**src/rtl/regfile_arb_pkg.sv**
```systemverilog
// Shared types and constants for the register-file write-port arbiter.
// Holds the reserved register numbers, the FIFO entry layout and the grant-source encoding.
package regfile_arb_pkg;

    localparam int REG_ADDR_W = 5;
    localparam int REG_DATA_W = 32;

    localparam logic [REG_ADDR_W-1:0] REG_ZERO = 5'd0;
    localparam logic [REG_ADDR_W-1:0] REG_RAND = 5'd29;

    typedef struct packed {
        logic [REG_ADDR_W-1:0] wr_reg;
        logic [REG_DATA_W-1:0] wr_data;
    } wr_req_t;

    typedef enum logic [1:0] {
        GNT_NONE,
        GNT_CPU,
        GNT_IO,
        GNT_IO_FORCED
    } grant_src_e;

    // r0 reads as constant zero and r29 is hardwired to random_data, so writes to them are dropped
    function automatic logic is_reserved_reg(input logic [REG_ADDR_W-1:0] r);
        return (r == REG_ZERO) || (r == REG_RAND);
    endfunction

endpackage

```
**src/rtl/regfile_wr_fifo.sv**
```systemverilog
// Synchronous FIFO buffering I/O write requests for the register-file arbiter.
// Exposes full/empty/count; pointers and occupancy reset asynchronously.
module regfile_wr_fifo
    import regfile_arb_pkg::*;
#(
    parameter int DEPTH = 4,
    localparam int PTR_W = $clog2(DEPTH),
    localparam int CNT_W = PTR_W + 1
) (
    input  logic             clock,
    input  logic             ctrl_reset,
    input  logic             push,
    input  wr_req_t          push_req,
    input  logic             pop,
    output wr_req_t          head,
    output logic             full,
    output logic             empty,
    output logic [CNT_W-1:0] count
);

    wr_req_t          mem [DEPTH];
    logic [PTR_W-1:0] wr_ptr;
    logic [PTR_W-1:0] rd_ptr;
    logic [CNT_W-1:0] count_q;
    logic             do_push;
    logic             do_pop;

    assign full    = (count_q == CNT_W'(DEPTH));
    assign empty   = (count_q == '0);
    assign count   = count_q;
    assign head    = mem[rd_ptr];
    assign do_push = push && !full;
    assign do_pop  = pop && !empty;

    // Storage carries no reset; only the pointers decide what is valid
    always_ff @(posedge clock) begin
        if (do_push) begin
            mem[wr_ptr] <= push_req;
        end
    end

    always_ff @(posedge clock or posedge ctrl_reset) begin
        if (ctrl_reset) begin
            wr_ptr  <= '0;
            rd_ptr  <= '0;
            count_q <= '0;
        end else begin
            if (do_push) begin
                wr_ptr <= wr_ptr + PTR_W'(1);
            end
            if (do_pop) begin
                rd_ptr <= rd_ptr + PTR_W'(1);
            end
            case ({do_push, do_pop})
                2'b10:   count_q <= count_q + CNT_W'(1);
                2'b01:   count_q <= count_q - CNT_W'(1);
                default: count_q <= count_q;
            endcase
        end
    end

endmodule

```
**src/rtl/regfile_write_arbiter.sv**
```systemverilog
// Shares the regfile write port between writeback (priority) and buffered game I/O writes.
// Optional event counters are built only when REGFILE_ARB_STATS_EN is defined.
module regfile_write_arbiter
    import regfile_arb_pkg::*;
#(
    parameter int FIFO_DEPTH = 4,
    parameter int MAX_WAIT   = 8,
    localparam int CNT_W     = $clog2(FIFO_DEPTH) + 1
) (
    input  logic                  clock,
    input  logic                  ctrl_reset,
    input  logic                  cpu_we,
    input  logic [REG_ADDR_W-1:0] cpu_wr_reg,
    input  logic [REG_DATA_W-1:0] cpu_wr_data,
    input  logic                  io_valid,
    input  logic [REG_ADDR_W-1:0] io_reg,
    input  logic [REG_DATA_W-1:0] io_data,
    output logic                  io_ready,
    output logic                  cpu_stall,
    output logic                  ctrl_writeEnable,
    output logic [REG_ADDR_W-1:0] ctrl_writeReg,
    output logic [REG_DATA_W-1:0] data_writeReg,
    output logic [CNT_W-1:0]      fifo_count,
    output logic [15:0]           io_commits,
    output logic [15:0]           stall_cycles
);

    localparam logic [7:0] WAIT_LIMIT = 8'(MAX_WAIT);

    wr_req_t    push_req;
    wr_req_t    fifo_head;
    logic       fifo_full;
    logic       fifo_empty;
    logic       fifo_push;
    logic       fifo_pop;
    logic [7:0] wait_cnt;
    grant_src_e grant;

    assign io_ready  = !fifo_full;
    assign push_req  = '{wr_reg: io_reg, wr_data: io_data};
    assign fifo_push = io_valid && io_ready && !is_reserved_reg(io_reg);

    regfile_wr_fifo #(
        .DEPTH (FIFO_DEPTH)
    ) u_fifo (
        .clock      (clock),
        .ctrl_reset (ctrl_reset),
        .push       (fifo_push),
        .push_req   (push_req),
        .pop        (fifo_pop),
        .head       (fifo_head),
        .full       (fifo_full),
        .empty      (fifo_empty),
        .count      (fifo_count)
    );

    // Starvation guard beats the processor; otherwise writeback has priority
    always_comb begin
        grant = GNT_NONE;
        if (!fifo_empty && (wait_cnt == WAIT_LIMIT)) begin
            grant = GNT_IO_FORCED;
        end else if (cpu_we) begin
            grant = GNT_CPU;
        end else if (!fifo_empty) begin
            grant = GNT_IO;
        end
    end

    always_comb begin
        ctrl_writeEnable = 1'b0;
        ctrl_writeReg    = '0;
        data_writeReg    = '0;
        fifo_pop         = 1'b0;
        cpu_stall        = 1'b0;
        case (grant)
            GNT_CPU: begin
                ctrl_writeEnable = !is_reserved_reg(cpu_wr_reg);
                ctrl_writeReg    = cpu_wr_reg;
                data_writeReg    = cpu_wr_data;
            end
            GNT_IO, GNT_IO_FORCED: begin
                ctrl_writeEnable = !is_reserved_reg(fifo_head.wr_reg);
                ctrl_writeReg    = fifo_head.wr_reg;
                data_writeReg    = fifo_head.wr_data;
                fifo_pop         = 1'b1;
                cpu_stall        = (grant == GNT_IO_FORCED) && cpu_we;
            end
            default: begin
                ctrl_writeEnable = 1'b0;
            end
        endcase
    end

    always_ff @(posedge clock or posedge ctrl_reset) begin
        if (ctrl_reset) begin
            wait_cnt <= '0;
        end else if (fifo_empty || fifo_pop) begin
            wait_cnt <= '0;
        end else if ((grant == GNT_CPU) && (wait_cnt != WAIT_LIMIT)) begin
            wait_cnt <= wait_cnt + 8'd1;
        end
    end

`ifdef REGFILE_ARB_STATS_EN
    logic [15:0] io_commits_q;
    logic [15:0] stall_cycles_q;

    // Both counters saturate and clear only on reset
    always_ff @(posedge clock or posedge ctrl_reset) begin
        if (ctrl_reset) begin
            io_commits_q   <= '0;
            stall_cycles_q <= '0;
        end else begin
            if (fifo_pop && !is_reserved_reg(fifo_head.wr_reg) && (io_commits_q != 16'hFFFF)) begin
                io_commits_q <= io_commits_q + 16'd1;
            end
            if (cpu_stall && (stall_cycles_q != 16'hFFFF)) begin
                stall_cycles_q <= stall_cycles_q + 16'd1;
            end
        end
    end

    assign io_commits   = io_commits_q;
    assign stall_cycles = stall_cycles_q;
`else
    assign io_commits   = 16'd0;
    assign stall_cycles = 16'd0;
`endif

endmodule
```
**config.mk**
```make
export PLATFORM = sky130hd
export DESIGN_NAME = regfile_write_arbiter
export DESIGN_NICKNAME = d
export VERILOG_FILES = /design/src/rtl/regfile_arb_pkg.sv /design/src/rtl/regfile_wr_fifo.sv /design/src/rtl/regfile_write_arbiter.sv
export SDC_FILE = /design/constraint.sdc
export NUM_CORES = 1
export LEC_CHECK = 0
export CAP_MARGIN = 20
export CORE_MARGIN = 5
export CORE_UTILIZATION = 46
export CTS_CLUSTER_SIZE = 10
export DETAILED_ROUTE_END_ITERATION = 6
export PLACE_DENSITY_LB_ADDON = 0.1
export SKIP_CTS_REPAIR_TIMING = 1
export SLEW_MARGIN = 40
export SYNTH_ARGS = -nofsm -noshare
export SYNTH_HDL_FRONTEND = slang
export SYNTH_SLANG_ARGS = --single-unit
```
**constraint.sdc**
```tcl
create_clock -name clock -period 3.24 [get_ports clock]
set_input_delay 0.324 -clock clock [delete_from_list [all_inputs] [get_ports clock]]
set_output_delay 0.324 -clock clock [all_outputs]
set_load 0.05 [all_outputs]
```
## Yosys cells after proc, flatten, opt, wreduce, memory -nomap -nowiden

Memory sizes are Yosys's and may differ from the RTL's.
Index checks and enable logic that the tools add are counted.
Widths: inputs -> output; s select.

- Input port bits: 78
- Logic and storage cells: 57
- Output and inout port bits: 75
- Bits in writable memories: 148
- Register bits after elaboration: 15
- Memories kept: 1

Memories:

| memory | words | bits a word | read ports | clocked after memory_dff | write ports | RTL line | source |
|---|---|---|---|---|---|---|---|
| u_fifo.mem | 4 | 37 | 1 | 0 | 1 | regfile_wr_fifo.sv:21 | `wr_req_t mem [DEPTH];` |

- Add/subtract/negate cells: 5
- Eq/ne operators: 11
- Reductions and logical operators: 23
- Multiplexer cells: 13

Operators by type and width:

| cell | count |
|---|---|
| $pmux 32 s2 | 1 |
| $mux 8 | 2 |
| $eq 5x5->1 const B | 3 |
| $logic_not 5->1 | 3 |
| $pmux 5 s2 | 1 |
| $add 8x1->8 const B | 1 |
| $eq 8x4->1 const B | 1 |
| $ne 8x4->1 const B | 1 |
| $logic_and 1x1->1 | 7 |
| $eq 2x2->1 const B | 3 |
| $mux 2 | 3 |
| $pmux 3 s2 | 1 |
| $logic_not 1->1 | 5 |
| $add 2x1->2 const B | 2 |
| $eq 2x1->1 const B | 2 |
| $logic_or 1x1->1 | 4 |
| $mux 1 | 4 |
| $reduce_bool 2->1 | 2 |
| $add 3x1->3 const B | 1 |
| $eq 3x3->1 const B | 1 |
| $logic_not 3->1 | 1 |
| $sub 3x1->3 const B | 1 |
| $pmux 1 s2 | 1 |
| $reduce_or 2->1 | 1 |

## Logic depth before layout (Yosys ltp)

- Word-level depth: 10
- Mapped depth: 12
- Depth with buffers taken out: 11

## Hierarchy

From an unflattened synthesis, not the netlist that was laid out.

- Cells, all modules: 365
- Area, all modules: 6906.6 um2

By module, submodules not included:

| module | sequential area each (um2) | cells an instance | area each (um2) | instances |
|---|---|---|---|---|
| regfile_wr_fifo | 4619.4 | 231 | 5759.3 | 1 |
| regfile_write_arbiter | 200.2 | 134 | 1147.4 | 1 |

## Least setup slack after synthesis

No wires, ideal clock.

- Path type: reg2reg
- Start: reg wait_cnt[0]
- End: reg u_fifo.count_q[2], in the netlist u_fifo.count[2]
- Buffers on the path: 1
- Setup time: 0.082 ns
- Data arrival time: 2.961 ns
- Period minus slack after synthesis: 3.043 ns
- Cell stages (with the launch flop): 13
- Setup slack: 0.197 ns
- Data required time: 3.158 ns
- Cell sequence: dfrtp_1 -> inv_1 -> ha_1 -> or4b_1 -> or4b_4 -> a21oi_1 -> buf_2 -> ha_1 -> inv_1 -> fa_1 -> xor2_1 -> nor2_1 -> xor2_1

- Word-level cells in the longest chain between the ends: 9
- Elaborated cells on any way between the ends: 12
- Those cells by class: eq/ne: 5; mux: 3; reduce/logical: 4

Ends and longest elaborated chain:

| what | RTL line | source |
|---|---|---|
| from (decl) | regfile_write_arbiter.sv:36 | `logic [7:0] wait_cnt;` |
| from (signal assigned) | regfile_write_arbiter.sv:100 | `wait_cnt <= wait_cnt + 8'd1;` |
| $eq 8x4->1 (*) | regfile_write_arbiter.sv:60 | `if (!fifo_empty && (wait_cnt == WAIT_LIMIT)) begin` |
| $logic_and 1x1->1 (*) | regfile_write_arbiter.sv:60 |  |
| $mux 2 (*) | regfile_write_arbiter.sv:60 |  |
| $eq 2x2->1 | regfile_write_arbiter.sv:75 | `case (grant)` |
| $reduce_or 2->1 (*) | regfile_write_arbiter.sv:75 |  |
| $mux 1 (*) | regfile_write_arbiter.sv:75 |  |
| $logic_and 1x1->1 (*) | regfile_wr_fifo.sv:33 | `assign do_pop = pop && !empty;` |
| named net u_fifo.do_pop | regfile_wr_fifo.sv:26 | `logic do_pop;` |
| $eq 2x1->1 / $eq 2x2->1 (equally long branches) | regfile_wr_fifo.sv:54 | `case ({do_push, do_pop})` |
| $pmux 3 s2 / $reduce_bool 2->1 (equally long branches) | -- |  |
| to (signal assigned) | regfile_wr_fifo.sv:55 | `2'b10: count_q <= count_q + CNT_W'(1);` |
| to (signal assigned) | regfile_wr_fifo.sv:56 | `2'b01: count_q <= count_q - CNT_W'(1);` |
| to (signal assigned) | regfile_wr_fifo.sv:57 | `default: count_q <= count_q;` |
| to (decl) | regfile_wr_fifo.sv:24 | `logic [CNT_W-1:0] count_q;` |

Mark *: on every way through the listed nets, which the timed path passes. The rest lies on a longest branch.
A chain may end at the register's enable or synchronous reset.

## Worst setup path after layout

- Start: reg wait_cnt[0]
- End: out data_writeReg[9]

- Word-level cells in the longest chain between the ends: 6
- Elaborated cells on any way between the ends: 8
- Those cells by class: eq/ne: 4; mux: 2; reduce/logical: 2

Ends and longest elaborated chain:

| what | RTL line | source |
|---|---|---|
| $eq 8x4->1 (*) | regfile_write_arbiter.sv:60 |  |
| $logic_and 1x1->1 (*) | regfile_write_arbiter.sv:60 |  |
| $mux 2 (*) | regfile_write_arbiter.sv:60 |  |
| $eq 2x2->1 | regfile_write_arbiter.sv:75 |  |
| $reduce_or 2->1 | regfile_write_arbiter.sv:75 |  |
| $pmux 32 s2 (*) | regfile_write_arbiter.sv:75 |  |
| to (decl) | regfile_write_arbiter.sv:22 | `output logic [REG_DATA_W-1:0] data_writeReg,` |

Every way passes the cells marked *; elsewhere a longest branch is shown, timed or not.

==> impl_metrics.toml <==
[synth]
ys_seq_area_share_pct = 70.54
syn_area_per_cell_um2 = 18.88
synth_cells = 362
ys.flop_type = "edfxtp_1"
ys_ff_latch = 163
ys_warn_count = 0
syn_area_mm2 = 0.006833
synthArstFlopShare_pct = 9.202
synth_edf_count = 148
synth_cell_type_count = 33

[outcome]
status = "finished clean"

[sta]
max_freq_ghz = 0.3115
rsz0062_at_grt = "true"
finalSetupViolations = 0
hold_viol_final = 0
layout_worst_path_cycle_share_pct = 99.08
worst_pin_slew_ns = 0.8366
fin_worst_skew_ns = 0.009277
hold_ws_ns = 0.2772
final_max_slew_viol_count = 0
maxSlewHeadroom_pct = 43.80
setup_slack_ns = 0.02995
layout_min_cycle_time_ns = 3.210

[flow_run]
cap_violations = 0

[clock_tree]
clk_path_buf_depth = 2
clock-sinks = 163
clkTransAtPathRegs_ns = 0.06
cts_buffers = 17
root_buffer = "clkbuf_16"
h-tree-depth = 4
cts_tree = "done"
clock_latency_ns = 0.41

[power]
internal_power_uw = 5425
clkPwrFrac_pct = 22.9
power_uw = 8121
power_switching_uw = 2695
worst_ir_drop_vdd_mv = 0.3971
seqPwrFrac_pct = 36.3
power_density_mw_per_mm2 = 883.5
netSwitchingFraction_pct = 33.19
p_comb_share_pct = 40.8
leakagePower_uw = 0.003312

[global_routing]
grt_pass1_vias = 3928
grt_usage_pct = 16.39
grt_max_degree = 39
grt-ovfl-total = 0
grt_antenna_before_repair = 1
grt_pass1_wl_mm = 21.68

[placed_design]
place_ws_ns = 0.06330
dp_hpwl_mm = 9.129
placed_cell_area_mm2 = 0.008596
port_buffers = 120
globalplace.congestion = 0.7701
dp_cells = 660

[setup_path]
criticalPathCategory = "reg2out"
critical_path_arrival_ns = 2.89
worstReg2RegStart = "wait_cnt[0]"
path_cells = "inv_1 -> ha_1 -> or4b_4 -> or4b_4 -> a21oi_4 -> buf_12 -> a22o_1 -> buf_12"
start_kind = "flop"
cp-end-kind = "output port"
crit_required_ns = 2.92
worst_path_largest_cell_delay_ns = 0.56
crit_slowest_cell = "or4b_4"
regToRegEndpoint = "u_fifo.count[2]"
cp_max_fo = 25
r2r_cells = 12
reg2reg_setup_slack_ns = 0.11

[layout]
final_cell_area_mm2 = 0.009191
drive_gt1_share_pct = 25.29
final_cell_mix = "edfxtp_1, clkdlybuf4s50_1, buf_12, a22o_1, mux4_2"
nFillCells = 1066
syn2layout_area_growth_pct = 34.52
instances_no_fill = 694
seq_area_mm2 = 0.004822
layout.nets = 583
num_antenna_cells = 0
multi_input_area_mm2 = 0.001804
layout_commonest_cell = "edfxtp_1"

[floorplan]
die_w_um = 131.9
core_area_mm2 = 0.01453
start_util_pct = 47.01
die_area_mm2 = 0.01739
die_y_um = 131.9
io_pins = 153
row_count = 44

[route]
drtPass1Iterations = 4
num_vias = 3709
avgRoutedWirePerCell_um = 20.30
route.detailed.drc = 0
avgViaCountPerCell = 5.344
drtAntennaViolNets = 0
routed_wl_mm = 14.09
drtIter0Drc = 178

[worst_hold_path]
hold_path_class = "in2async"
-- worst max-delay path, delay by kind of cell, from the launching register on --
kind                     cells  cell delay [ns]
AND/OR/NAND/NOR              2             1.00
flip-flops                   1             0.43
AO/OA/AOI/OAI                2             0.44
buffers and inverters        3             0.43
adder cells (fa/ha/maj)      1             0.13
-- cell type report --
cell class	count	share of cell area [%]
Multi-Input combinational cell	171	19.63
Sequential cell	163	52.46
Clock buffer	19	4.710
Clock inverter	13	1.280
Timing Repair Buffer	133	18.96
Tap cell	184	2.505
Inverter	11	0.4492
-- state kept, by name (all words and copies together) (netlist names) --
signal         cells
wait_cnt           8
u_fifo.count       3
u_fifo.wr_ptr      2
u_fifo.mem       148
u_fifo.rd_ptr      2
-- worst max path at each step --
stage	start	to	slack, ns
floorplan	wait_cnt[0]	u_fifo.count[2]	0.20
global placement	io_reg[0]	u_fifo.count[2]	0.14
detailed placement	io_reg[0]	u_fifo.count[2]	0.06
CTS	wait_cnt[0]	data_writeReg[9]	-0.12
global route	wait_cnt[0]	data_writeReg[9]	-0.09
finish	wait_cnt[0]	data_writeReg[9]	0.03
-- power by group through the flow --
stage | sequential [µW] | clock (µW) | combinational [µW]
global placement | 2970 | 0 | 3310
global route | 3000 | 1990 | 3520
finish | 2950 | 1860 | 3310
floorplan | 2950 | 0 | 1990
CTS | 2960 | 1890 | 3350
detailed placement | 3000 | 0 | 3340
-- through the flow --
| stage | setup TNS [ns] | util (%) |
|---|---|---|
| final | 0 | 63.24 |
| after global routing | -2.286 | 63.24 |
| after CTS | -2.186 | 62.93 |
| after detailed placement | 0 | 59.14 |
| after global placement | 0 | 59.10 |
| after floorplan | 0 | - |
-- cell families (layout without fill, tap and decap cells) --
logic type	count (synthesis)	count (layout)	synth area share, %
AO/OA/AOI/OAI	44	45	5.457
XOR/XNOR	12	12	1.538
adder cells (fa/ha/maj)	8	8	1.575
buffers and inverters	60	176	5.420
flip-flops	163	163	70.54
multiplexers	39	39	12.51
other	1	32	0.05488
AND/OR/NAND/NOR	35	35	2.911
-- Yosys cell counts, types with 4 or more instances --
cell type	instances	area (µm²)
a22o_1	38	332.8
and2_1	4	25.02
buf_2	5	25.02
buf_4	33	247.7
clkbuf_1	8	30.03
dfrtp_1	15	375.4
edfxtp_1	148	4444
ha_1	7	87.58
inv_1	11	41.29
mux4_2	37	833.3
nand3_1	7	35.03
nor2_1	10	37.54
xnor2_1	4	35.03
xor2_1	8	70.07
-- per-layer routing --
metal | wire length, µm | track usage, % | vias to the layer above | part of all wire, %
met5 | 12 | 0 | - | 0.085
met4 | 160 | 5.886 | 2 | 1.1
met3 | 1031 | 5.763 | 14 | 7.3
met2 | 7168 | 27.20 | 144 | 51
met1 | 5714 | 19.93 | 1883 | 41
li1 | - | - | 1666 | -
Power figures use the tool's default switching activity.
